## src/rtl/mipi_csi_lite_rx.sv

```systemverilog
// Lightweight 4-lane camera packet receiver.
// Hunts for a zero leader plus C-F-C sync and decodes frame-start, line-start and pixel-data
// packets. Pixel packets are reassembled into 16-bit pixels with a line-buffer write address.
// Optional: define MIPI_DEBUG_STATE_EN to export the one-hot FSM state on db_state.
module mipi_csi_lite_rx #(
  parameter int unsigned LINE_PIXELS    = 960,
  parameter int unsigned ADDR_W         = 10,
  parameter int unsigned LEADER_NIBBLES = 8,
  parameter int unsigned HEAD_NIBBLES   = 4
) (
  input  logic              CAM_CLK,
  input  logic              RESET,
  input  logic [3:0]        CAM_DATA_i,
  output logic              VSYNC,
  output logic              HSYNC,
  output logic              LINE_END,
  output logic              PCLK,
  output logic [15:0]       DATA_OUT,
  output logic [ADDR_W-1:0] ADDRA
`ifdef MIPI_DEBUG_STATE_EN
  ,
  output logic [5:0]        db_state
`endif
);

  // Zero-run counter must reach LEADER_NIBBLES+1 (leader plus the sync's leading zero).
  localparam int unsigned ZrunW = $clog2(LEADER_NIBBLES + 2);
  // One counter serves the type, header and pixel nibble phases.
  localparam int unsigned CntW  = (HEAD_NIBBLES > 4) ? $clog2(HEAD_NIBBLES) : 2;

  localparam logic [ZrunW-1:0]  ZrunMin  = ZrunW'(LEADER_NIBBLES + 1);
  localparam logic [CntW-1:0]   HeadLast = CntW'(HEAD_NIBBLES - 1);
  localparam logic [CntW-1:0]   NibLast  = CntW'(3);
  localparam logic [ADDR_W-1:0] PixLast  = ADDR_W'(LINE_PIXELS - 1);

  // One-hot encoding doubles as the debug state view.
  typedef enum logic [5:0] {
    StHunt   = 6'b000001,
    StSyncF  = 6'b000010,
    StSyncC2 = 6'b000100,
    StType   = 6'b001000,
    StHead   = 6'b010000,
    StData   = 6'b100000
  } state_e;

  state_e             state_q, state_d;
  logic [ZrunW-1:0]   zrun_q, zrun_d;
  logic [CntW-1:0]    cnt_q, cnt_d;
  logic [11:0]        shift_q, shift_d;
  logic [ADDR_W-1:0]  pix_cnt_q, pix_cnt_d;
  logic               vsync_q, vsync_d;
  logic               hsync_q, hsync_d;
  logic               pclk_q, pclk_d;
  logic               line_end_q, line_end_d;
  logic [15:0]        data_q, data_d;
  logic [ADDR_W-1:0]  addr_q, addr_d;

  logic               nib_zero;
  logic [ZrunW-1:0]   zrun_restart;
  logic [15:0]        word_full;

  assign nib_zero     = (CAM_DATA_i == 4'h0);
  // On any return to HUNT the current nibble may already start a new leader.
  assign zrun_restart = {{(ZrunW-1){1'b0}}, nib_zero};
  assign word_full    = {shift_q, CAM_DATA_i};

  // Next-state and registered-output decode.
  always_comb begin
    state_d    = state_q;
    zrun_d     = zrun_q;
    cnt_d      = cnt_q;
    shift_d    = shift_q;
    pix_cnt_d  = pix_cnt_q;
    vsync_d    = 1'b0;
    hsync_d    = 1'b0;
    pclk_d     = 1'b0;
    line_end_d = 1'b0;
    data_d     = data_q;
    addr_d     = addr_q;

    unique case (state_q)
      StHunt: begin
        if (nib_zero) begin
          if (zrun_q != '1) zrun_d = zrun_q + 1'b1;
        end else begin
          zrun_d = '0;
          if (CAM_DATA_i == 4'hC && zrun_q >= ZrunMin) state_d = StSyncF;
        end
      end
      StSyncF: begin
        if (CAM_DATA_i == 4'hF) begin
          state_d = StSyncC2;
        end else begin
          state_d = StHunt;
          zrun_d  = zrun_restart;
        end
      end
      StSyncC2: begin
        if (CAM_DATA_i == 4'hC) begin
          state_d = StType;
          cnt_d   = '0;
        end else begin
          state_d = StHunt;
          zrun_d  = zrun_restart;
        end
      end
      StType: begin
        shift_d = word_full[11:0];
        cnt_d   = cnt_q + 1'b1;
        if (cnt_q == NibLast) begin
          state_d = StHunt;
          zrun_d  = zrun_restart;
          if (word_full == 16'h0000) begin
            vsync_d = 1'b1;
          end else if (word_full == 16'hC000) begin
            hsync_d = 1'b1;
          end else if (word_full == 16'hCCC0) begin
            state_d = StHead;
            cnt_d   = '0;
          end
        end
      end
      StHead: begin
        cnt_d = cnt_q + 1'b1;
        if (cnt_q == HeadLast) begin
          state_d   = StData;
          cnt_d     = '0;
          pix_cnt_d = '0;
        end
      end
      StData: begin
        // Zero runs here are pixel data; resync only after the line completes.
        shift_d = word_full[11:0];
        cnt_d   = cnt_q + 1'b1;
        if (cnt_q == NibLast) begin
          cnt_d  = '0;
          pclk_d = 1'b1;
          data_d = word_full;
          addr_d = pix_cnt_q;
          if (pix_cnt_q == PixLast) begin
            line_end_d = 1'b1;
            pix_cnt_d  = '0;
            state_d    = StHunt;
            zrun_d     = zrun_restart;
          end else begin
            pix_cnt_d = pix_cnt_q + 1'b1;
          end
        end
      end
      default: begin
        state_d = StHunt;
        zrun_d  = '0;
      end
    endcase
  end

  // State and output registers; reset aborts any packet in flight.
  always_ff @(posedge CAM_CLK or negedge RESET) begin
    if (!RESET) begin
      state_q    <= StHunt;
      zrun_q     <= '0;
      cnt_q      <= '0;
      shift_q    <= '0;
      pix_cnt_q  <= '0;
      vsync_q    <= 1'b0;
      hsync_q    <= 1'b0;
      pclk_q     <= 1'b0;
      line_end_q <= 1'b0;
      data_q     <= '0;
      addr_q     <= '0;
    end else begin
      state_q    <= state_d;
      zrun_q     <= zrun_d;
      cnt_q      <= cnt_d;
      shift_q    <= shift_d;
      pix_cnt_q  <= pix_cnt_d;
      vsync_q    <= vsync_d;
      hsync_q    <= hsync_d;
      pclk_q     <= pclk_d;
      line_end_q <= line_end_d;
      data_q     <= data_d;
      addr_q     <= addr_d;
    end
  end

  assign VSYNC    = vsync_q;
  assign HSYNC    = hsync_q;
  assign PCLK     = pclk_q;
  assign LINE_END = line_end_q;
  assign DATA_OUT = data_q;
  assign ADDRA    = addr_q;

`ifdef MIPI_DEBUG_STATE_EN
  assign db_state = state_q;
`endif

endmodule

```

## config.mk

```make
export PLATFORM = sky130hd
export DESIGN_NAME = mipi_csi_lite_rx
export DESIGN_NICKNAME = d
export VERILOG_FILES = /design/src/rtl/mipi_csi_lite_rx.sv
export SDC_FILE = /design/constraint.sdc
export NUM_CORES = 1
export LEC_CHECK = 0
export ABC_AREA = 1
export CAP_MARGIN = 25
export CORE_MARGIN = 1
export CORE_UTILIZATION = 40
export DETAILED_ROUTE_END_ITERATION = 10
export PLACE_DENSITY = 0.71
export SETUP_SLACK_MARGIN = 0.5
export SLEW_MARGIN = 20
export SYNTH_ARGS = -nofsm -noshare
export SYNTH_HDL_FRONTEND = slang
export SYNTH_SLANG_ARGS = --single-unit
```

## constraint.sdc

```tcl
create_clock -name CAM_CLK -period 1.3 [get_ports CAM_CLK]
set_input_delay 0.13 -clock CAM_CLK [delete_from_list [all_inputs] [get_ports CAM_CLK]]
set_output_delay 0.13 -clock CAM_CLK [all_outputs]
set_load 0.02 [all_outputs]
```

==> Word level (Yosys, flattened, before mapping) <==
Index checks and enable logic that the tools add are counted.
{ "classes": {"add_sub_neg": 3, "magnitude_cmp": 1, "eq_ne": 23, "bitwise": 1, "muxes": 43, "n_reduce_logical": 12} }
{ "op_table": {"columns": ["operator", "n"], "rows": [
  ["$mux 6", 6],
  ["$pmux 6 s6", 1],
  ["$eq 16x16->1 const B", 2],
  ["$mux 4", 8],
  ["$mux 10", 3],
  ["$pmux 4 s6", 1],
  ["$pmux 10 s2", 1],
  ["$ne 2x2->1 const B", 9],
  ["$logic_not 16->1", 1],
  ["$mux 5", 3],
  ["$mux 1", 12],
  ["$mux 2", 6],
  ["$add 10x1->10 const B", 1],
  ["$eq 10x10->1 const B", 1],
  ["$eq 4x4->1 const B", 2],
  ["$reduce_and 7->1", 1],
  ["$eq 6x1->1 const B", 1],
  ["$eq 6x2->1 const B", 1],
  ["$eq 6x3->1 const B", 1],
  ["$eq 6x4->1 const B", 1],
  ["$eq 6x5->1 const B", 1],
  ["$eq 6x6->1 const B", 1],
  ["$pmux 2 s3", 1],
  ["$reduce_and 6->1", 1],
  ["other kinds (15)", 17]
]} }
{ "totals": {"register_bits": 64, "wordCells": 94} }

==> Logic depth before layout (Yosys ltp) <==
Gate-level depths: netlist (run 1).
{ "depth": {"word_depth": 6, "ltp_mapped": 10} }

==> Least setup slack after synthesis (run 1) <==
OpenSTA, ideal clock, no wires.
{ "synth_path": {"path_kind": "register to register", "from": "reg state_q[0]", "to": "reg zrun_q[0]", "arrival_ns": 1.368, "setup_time_ns": 0.116, "path_buffers": 0, "path_stages_with_launch": 10, "synth_period_minus_slack_ns": 1.485, "required_time_ns": 1.184, "path_slack_ns": -0.185, "path_cell_list": "dfstp_2 > nor2_4 > nand3_4 > clkinv_1 > nand2_4 > nand2_2 > nor2_4 > nand2_2 > nand2_1 > nand2_1"} }
{ "synth_via": {"elab_chain_cells": 3} }
{ "synth_lines": {"columns": ["item", "line", "rtl"], "rows": [
  ["start, declared", "46", "state_e state_q, state_d;"],
  ["start signal, assigned", "160", "state_q <= StHunt;"],
  ["start signal, assigned", "172", "state_q <= state_d;"],
  ["$eq 6x1->1, or another cell as far along", "81", "unique case (state_q)"],
  ["$ne 3x3->1 (no source line), or another cell as far along", null, null],
  ["$reduce_and 7->1 (no source line)", null, null],
  ["end signal, assigned", "173", "zrun_q <= zrun_d;"],
  ["end, declared", "47", "logic [ZrunW-1:0] zrun_q, zrun_d;"]
]} }
Several ways; a longest one is shown, not always the timed one.
A chain may end at the register's enable or synchronous reset.

==> Final worst setup path (run 1) <==
{ "layout_path": {"from": "reg state_q[0]", "to": "reg addr_q[1] (netlist: ADDRA[1])"} }
{ "layout_via": {"elab_chain_cells": 2} }
{ "layout_lines": {"columns": ["item", "line", "rtl"], "rows": [
  ["$eq 6x6->1", "81", null],
  ["$reduce_and 2->1 (no source line)", null, null],
  ["end signal, assigned", "182", "addr_q <= addr_d;"],
  ["end, declared", "56", "logic [ADDR_W-1:0] addr_q, addr_d;"]
]} }
No other way between the ends.

==> results of run 1 <==
layer usage:
metal | GRT usage | vias up | part of all wire
met1 | 0.2430 | 1476 | 0.42
met5 | 0 | - | 0
met2 | 0.3384 | 88 | 0.51
met4 | 0.06586 | 0 | 0.023
met3 | 0.05303 | 26 | 0.047
li1 | - | 1465 | -
where the power goes:
| group | leakage [uW] | switching (uW) | internal [uW] | total, uW |
|---|---|---|---|---|
| Sequential | 0.000842 | 1.02 | 1990 | 1990 |
| Combinational | 0.00149 | 63.2 | 41.0 | 104 |
| Clock | 0.000113 | 820 | 1190 | 2010 |
repair_timing:
item / 4_1_cts / 5_1_grt
endpoints found under the setup margin: 94 / 125
hold buffers: 1 / 0
resized for setup: 221 / 62
hold endpoints to repair: 12 / 0
cloned: 1 / 7
buffers inserted: 12 / 18
pin swaps: 7 / 5
layout by cell type (no fill, tap or decap), types with 7 or more instances in the layout:
cell type / n
nand2_4: 9
nor2_4: 9
o21ai_2: 7
nand2_1: 82
dfrtp_1: 62
o21ai_0: 9
inv_1: 38
nor2_1: 27
buf_4: 58
buf_6: 43
o21ai_1: 21
nand3_1: 21
nor2_2: 8
nand2_2: 28
clkbuf_8: 11
metrics by stage:
step | area, um^2 | std cells | hold WS [ns] | TNS (ns)
after global routing | 5017 | 612 | 0.2138 | -15.45
final | 5017 | 612 | 0.1926 | -11.51
after floorplan | 3231 | 385 | -0.1656 | -3.421
after detailed placement | 3996 | 557 | 0.06452 | -7.622
after CTS | 4528 | 587 | 0.2254 | -6.694
after global placement | 3996 | 557 | 0.06920 | -6.648
logic make-up (layout without fill, tap and decap cells):
kind of cell / Yosys count / after routing / share of synthesized area
AO/OA/AOI/OAI: 46 / 46 / 0.07939
XOR/XNOR: 4 / 4 / 0.01111
adder cells (fa/ha/maj): 5 / 5 / 0.01985
buffers and inverters: 57 / 182 / 0.07900
flip-flops: 64 / 64 / 0.5085
AND/OR/NAND/NOR: 209 / 209 / 0.3021
final timing paths:
kind | startpoint | slack (ns) | cells past startpoint | end
max | state_q[0] | -0.28 | 7 | ADDRA[1]
min | RESET | 0.19 | 2 | DATA_OUT[15]
max reg2reg | state_q[0] | -0.28 | 7 | ADDRA[1]
min reg2reg | ADDRA[4] | 0.51 | 2 | ADDRA[4]
max in group asynchronous | RESET | 0.65 | 3 | state_q[5]
min in group CAM_CLK | CAM_DATA_i[3] | 0.43 | 3 | DATA_OUT[3]
worst max-delay path: cells and delay by family (launching register included):
kind / cells / cell delay, ns
AOI/OAI and AO/OA: 1 / 0.07
and+or+nand+nor: 4 / 0.68
buffers and inverters: 2 / 0.30
DFF: 1 / 0.39
final cells by class:
class | count | area (um^2)
Inverter | 49 | 214.0
Sequential cell | 64 | 1604
Timing Repair inverter | 1 | 6.256
Multi-Input combinational cell | 264 | 1657
Tap cell | 102 | 127.6
Clock inverter | 4 | 76.32
Clock buffer | 12 | 155.1
Fill cell | 583 | 2670
Timing Repair Buffer | 116 | 1177
registers in the layout, indices dropped and copies added (netlist names):
signal     cells
HSYNC          1
DATA_OUT      16
ADDRA         10
VSYNC          1
zrun_q         4
LINE_END       1
pix_cnt_q     10
cnt_q          2
shift_q       12
state_q        6
PCLK           1
==> results.json, run 1 <==
{
  "tightest_slew_ns": 0.2842,
  "final_util": 0.6527,
  "clock_path_buffers": 2,
  "yosysTopAreaCell": "dfrtp_1",
  "dr.first_iter.drc_count": 156,
  "synth_ff_type": "dfrtp_1",
  "synthesis.area_mm2": 0.003152,
  "maxCapViolCount": 0,
  "setup_viol": 62,
  "clock_sinks": 64,
  "cp_slowest_stage_delay_ns": 0.39,
  "path_cells": "nor2_4 -> nand3_4 -> nor2_8 -> clkinv_8 -> clkbuf_16 -> nand2_1 -> o21ai_1",
  "clk-insertion-delay-late_ns": 0.36,
  "grt.total_usage": 0.1988,
  "root_buffer": "clkbuf_8",
  "clk_pin_slew_ns": 0.07,
  "maxSlewHeadroom": 0.8095,
  "ant_nets": 0,
  "synth_seq_cells": 64,
  "num-nets-final": 516,
  "core_area_mm2": 0.007687,
  "htree_num_levels": 3,
  "drc": 0,
  "ys_warn_count": 0,
  "status": "complete, but fails checks",
  "synth.distinct_cells": 31,
  "power_density_mw_per_mm2": 818.1,
  "fp-row-count": 32,
  "startpoint_type": "flop",
  "vias_per_cell": 4.992,
  "cts_tree": "yes",
  "cp_slowest_cell": "dfstp_2",
  "power.total_uw": 4105,
  "syn_inst": 385,
  "die_area_mm2": 0.008238,
  "grt_pass1_wl_um": 12900,
  "min_period_ns": 1.582,
  "fmaxAchievable_ghz": 0.6320,
  "crit_required_ns": 1.53,
  "worst_hold_path_type": "input port to async pin",
  "ir_worst_vdd_mv": 0.6242,
  "leakage_uw": 0.002444,
  "crit_arrival_ns": 1.82,
  "synth_area_leaders": "dfrtp_1 (50%), nand2_1 (14%), inv_1 (5.5%)",
  "first_global_vias": 2830,
  "wirelength_um": 8796,
  "final_hold_viol_count": 0,
  "yosysMostFrequentCell": "nand2_1",
  "crit_fanout": 9,
  "finalMaxSlewViolations": 0,
  "skew_ns": 0.01195,
  "antenna_found_initial": 0,
  "vias": 3055,
  "drive_above_1_share": 0.4373,
  "areaGrowthSynthToFinish_pct": 59.19,
  "synthTopCellsByCount": "nand2_1 (116), dfrtp_1 (63), inv_1 (46)",
  "pre_cts_ws_ns": -0.3033,
  "critPathKind": "flop to flop",
  "wl_per_cell_um": 14.37,
  "syn_avg_cell_area_um2": 8.186,
  "pin_count": 36,
  "synth_top_area_frac": 0.5002,
  "grt_start_max_net_pins": 34,
  "overflow": 0,
  "post-route-period-util": 1.217,
  "synth_fp_nets": 396,
  "synth-edff-count": 0,
  "port_buffers": 35,
  "hpwl_um": 5371,
  "die_x_um": 90.77,
  "setup_ws_ns": -0.2823,
  "violations": "setup timing",
  "end_kind": "flop",
  "dr.pass1.iters": 5,
  "start_util": 0.4100,
  "seq_area_frac_synth": 0.5085,
  "cts_made_buffers": 9,
  "synthArstFlopShare": 1.000,
  "gp_congestion": 0.9480,
  "antenna-diode-count": 0,
  "rsz0062_at_grt": "true",
  "die-height_um": 90.77
}
Note: power is estimated with default switching activity, not from simulation.
==> run 2, diff against run 1 <==
Settings changed: PLACE_DENSITY 0.71 to unset, PLACE_DENSITY_LB_ADDON set to 0.25.
==> run 2 against run 1 <==
- the flow still finishes with violations (setup timing)
- utilization rose by 2.6 points
- wire length decreased by 1.6%
- total power rose by 2.7%
- clock power grew 5%
- sequential share of layout area is 1.3 points lower
- combinational power decreased by 6%
- clock skew is 0.0046 ns lower
- setup slack improved by 0.061 ns
- sequential power about the same
- die area did not move
- critical path type unchanged
==> results.json, run 2 (synthesized netlist as in run 1, its figures left out) <==
{
  "mostFrequentLayoutCells": "nand2_1 (86), buf_4 (84), dfrtp_1 (63), buf_6 (47), inv_1 (40)",
  "largest_reg_flops": 16,
  "grtUsageMet1": 0.2688,
  "ir_worst_vdd_mv": 0.5033,
  "port_buffers": 35,
  "vias": 3087,
  "power_density_mw_per_mm2": 807.7,
  "n_fill_cell": 569,
  "clock_path_buffers": 2,
  "grt_use_met2": 0.3668,
  "wirelength_um": 8658,
  "rsz0062_at_grt": "true",
  "met3_usage": 0.05640,
  "end_kind": "flop",
  "root_buffer": "clkbuf_8",
  "power.total_uw": 4214,
  "setup_viol": 63,
  "setup_ws_ns": -0.2214,
  "skew_ns": 0.007347,
  "fp-row-count": 32,
  "mostFrequentLayoutCell": "nand2_1",
  "worst_hold_path_type": "input port to async pin",
  "hpwl_um": 5301,
  "ant_nets": 0,
  "crit_required_ns": 1.55,
  "grt_start_max_net_pins": 65,
  "die_area_mm2": 0.008238,
  "crit_arrival_ns": 1.77,
  "num-nets-final": 545,
  "clk_pin_slew_ns": 0.07,
  "dr.first_iter.drc_count": 136,
  "critPathKind": "flop to flop",
  "grt_pass1_wl_um": 14080,
  "first_global_vias": 3065,
  "final_hold_viol_count": 0,
  "clock_sinks": 64,
  "cts_made_buffers": 9,
  "antenna_found_initial": 0,
  "post-route-period-util": 1.170,
  "maxSlewHeadroom": 0.7726,
  "start_util": 0.4100,
  "vias_per_cell": 4.816,
  "busiest_layer": "met2",
  "pin_count": 36,
  "gp_congestion": 0.8869,
  "htree_num_levels": 3,
  "placed_cell_area_mm2": 0.004141,
  "crit_fanout": 4,
  "final_util": 0.6787,
  "dr.pass1.iters": 4,
  "die_x_um": 90.77,
  "overflow": 0,
  "wl_per_cell_um": 13.51,
  "cts_tree": "yes",
  "leakage_uw": 0.002571,
  "die-height_um": 90.77,
  "grt.total_usage": 0.2171,
  "core_area_mm2": 0.007687,
  "min_period_ns": 1.521,
  "areaGrowthSynthToFinish_pct": 65.54,
  "startpoint_type": "flop",
  "drc": 0,
  "drive_above_1_share": 0.4694,
  "timing.hold.ws_ns": 0.3241,
  "antenna-diode-count": 0,
  "status": "complete, but fails checks",
  "violations": "setup timing",
  "maxCapViolCount": 0,
  "finalMaxSlewViolations": 0,
  "final_area_mm2": 0.005218,
  "tightest_slew_ns": 0.3410,
  "clk-insertion-delay-late_ns": 0.35,
  "fmaxAchievable_ghz": 0.6573
}
==> run 2: cell count changes in the layout (fill, tap and decap cells not counted), sizes merged <==
cell,delta
clkinvlp,-1
clkbuf,-7
buf,+35
bufinv,+1
clkinv,+1
==> run 2: metrics by stage <==
stage / TNS, ns / instances / setup slack [ns]
5_1_grt: -14.71 / 641 / -0.2881
4_1_cts: -7.153 / 621 / -0.1620
6_report: -10.03 / 641 / -0.2214
2_1_floorplan: -3.421 / 385 / -0.1463
3_3_place_gp: -7.117 / 573 / -0.2720
3_5_place_dp: -8.867 / 573 / -0.3248
==> run 2: area by class of cell <==
class,count,area (um^2),area share
Multi-Input combinational cell,264,1634,0.3132
Sequential cell,64,1603,0.3072
Timing Repair Buffer,145,1385,0.2655
Inverter,49,211.5,0.04053
Clock buffer,11,141.4,0.02710
Tap cell,102,127.6,0.02446
Clock inverter,5,103.9,0.01990
Timing Repair inverter,1,11.26,0.002158
==> run 2: worst paths after layout <==
check | cells after the start | endpoint | slack, ns | startpoint
min in group CAM_CLK | 3 | DATA_OUT[0] | 0.48 | CAM_DATA_i[0]
min reg2reg | 2 | DATA_OUT[12] | 0.52 | DATA_OUT[12]
max reg2reg | 7 | VSYNC | -0.22 | state_q[5]
max in group asynchronous | 3 | state_q[0] | 0.66 | RESET
max | 7 | VSYNC | -0.22 | state_q[5]
min | 3 | DATA_OUT[13] | 0.32 | RESET
==> run 2: routing by layer <==
metal / part of all wire / vias to the layer above
li1: - / 1517
met3: 0.040 / 11
met2: 0.53 / 76
met4: 0.014 / 0
met1: 0.42 / 1483
met5: 0 / -
==> run 2: timing repair <==
action | 4_1_cts | 5_1_grt
buffers inserted | 29 | 19
endpoints found under the setup margin | 94 | 94
hold buffers | 1 | 0
gates resized for setup | 249 | 32
hold endpoints to repair | 63 | 0
cloned | 2 | 1
pin swaps | 21 | 17
==> run 2: where the power goes <==
part           switching [uW]  internal, uW
clock network             797          1330
registers                1.40          1990
logic                    60.1          37.3
==> run 2: worst max-delay path, stage by stage, from the launching register on <==
cell and delay [ns]:
dfrtp_1 0.43, buf_6 0.14, nor2_4 0.15, buf_6 0.13, nand3_4 0.10, buf_4 0.15, buf_4 0.15, nor4_4 0.19
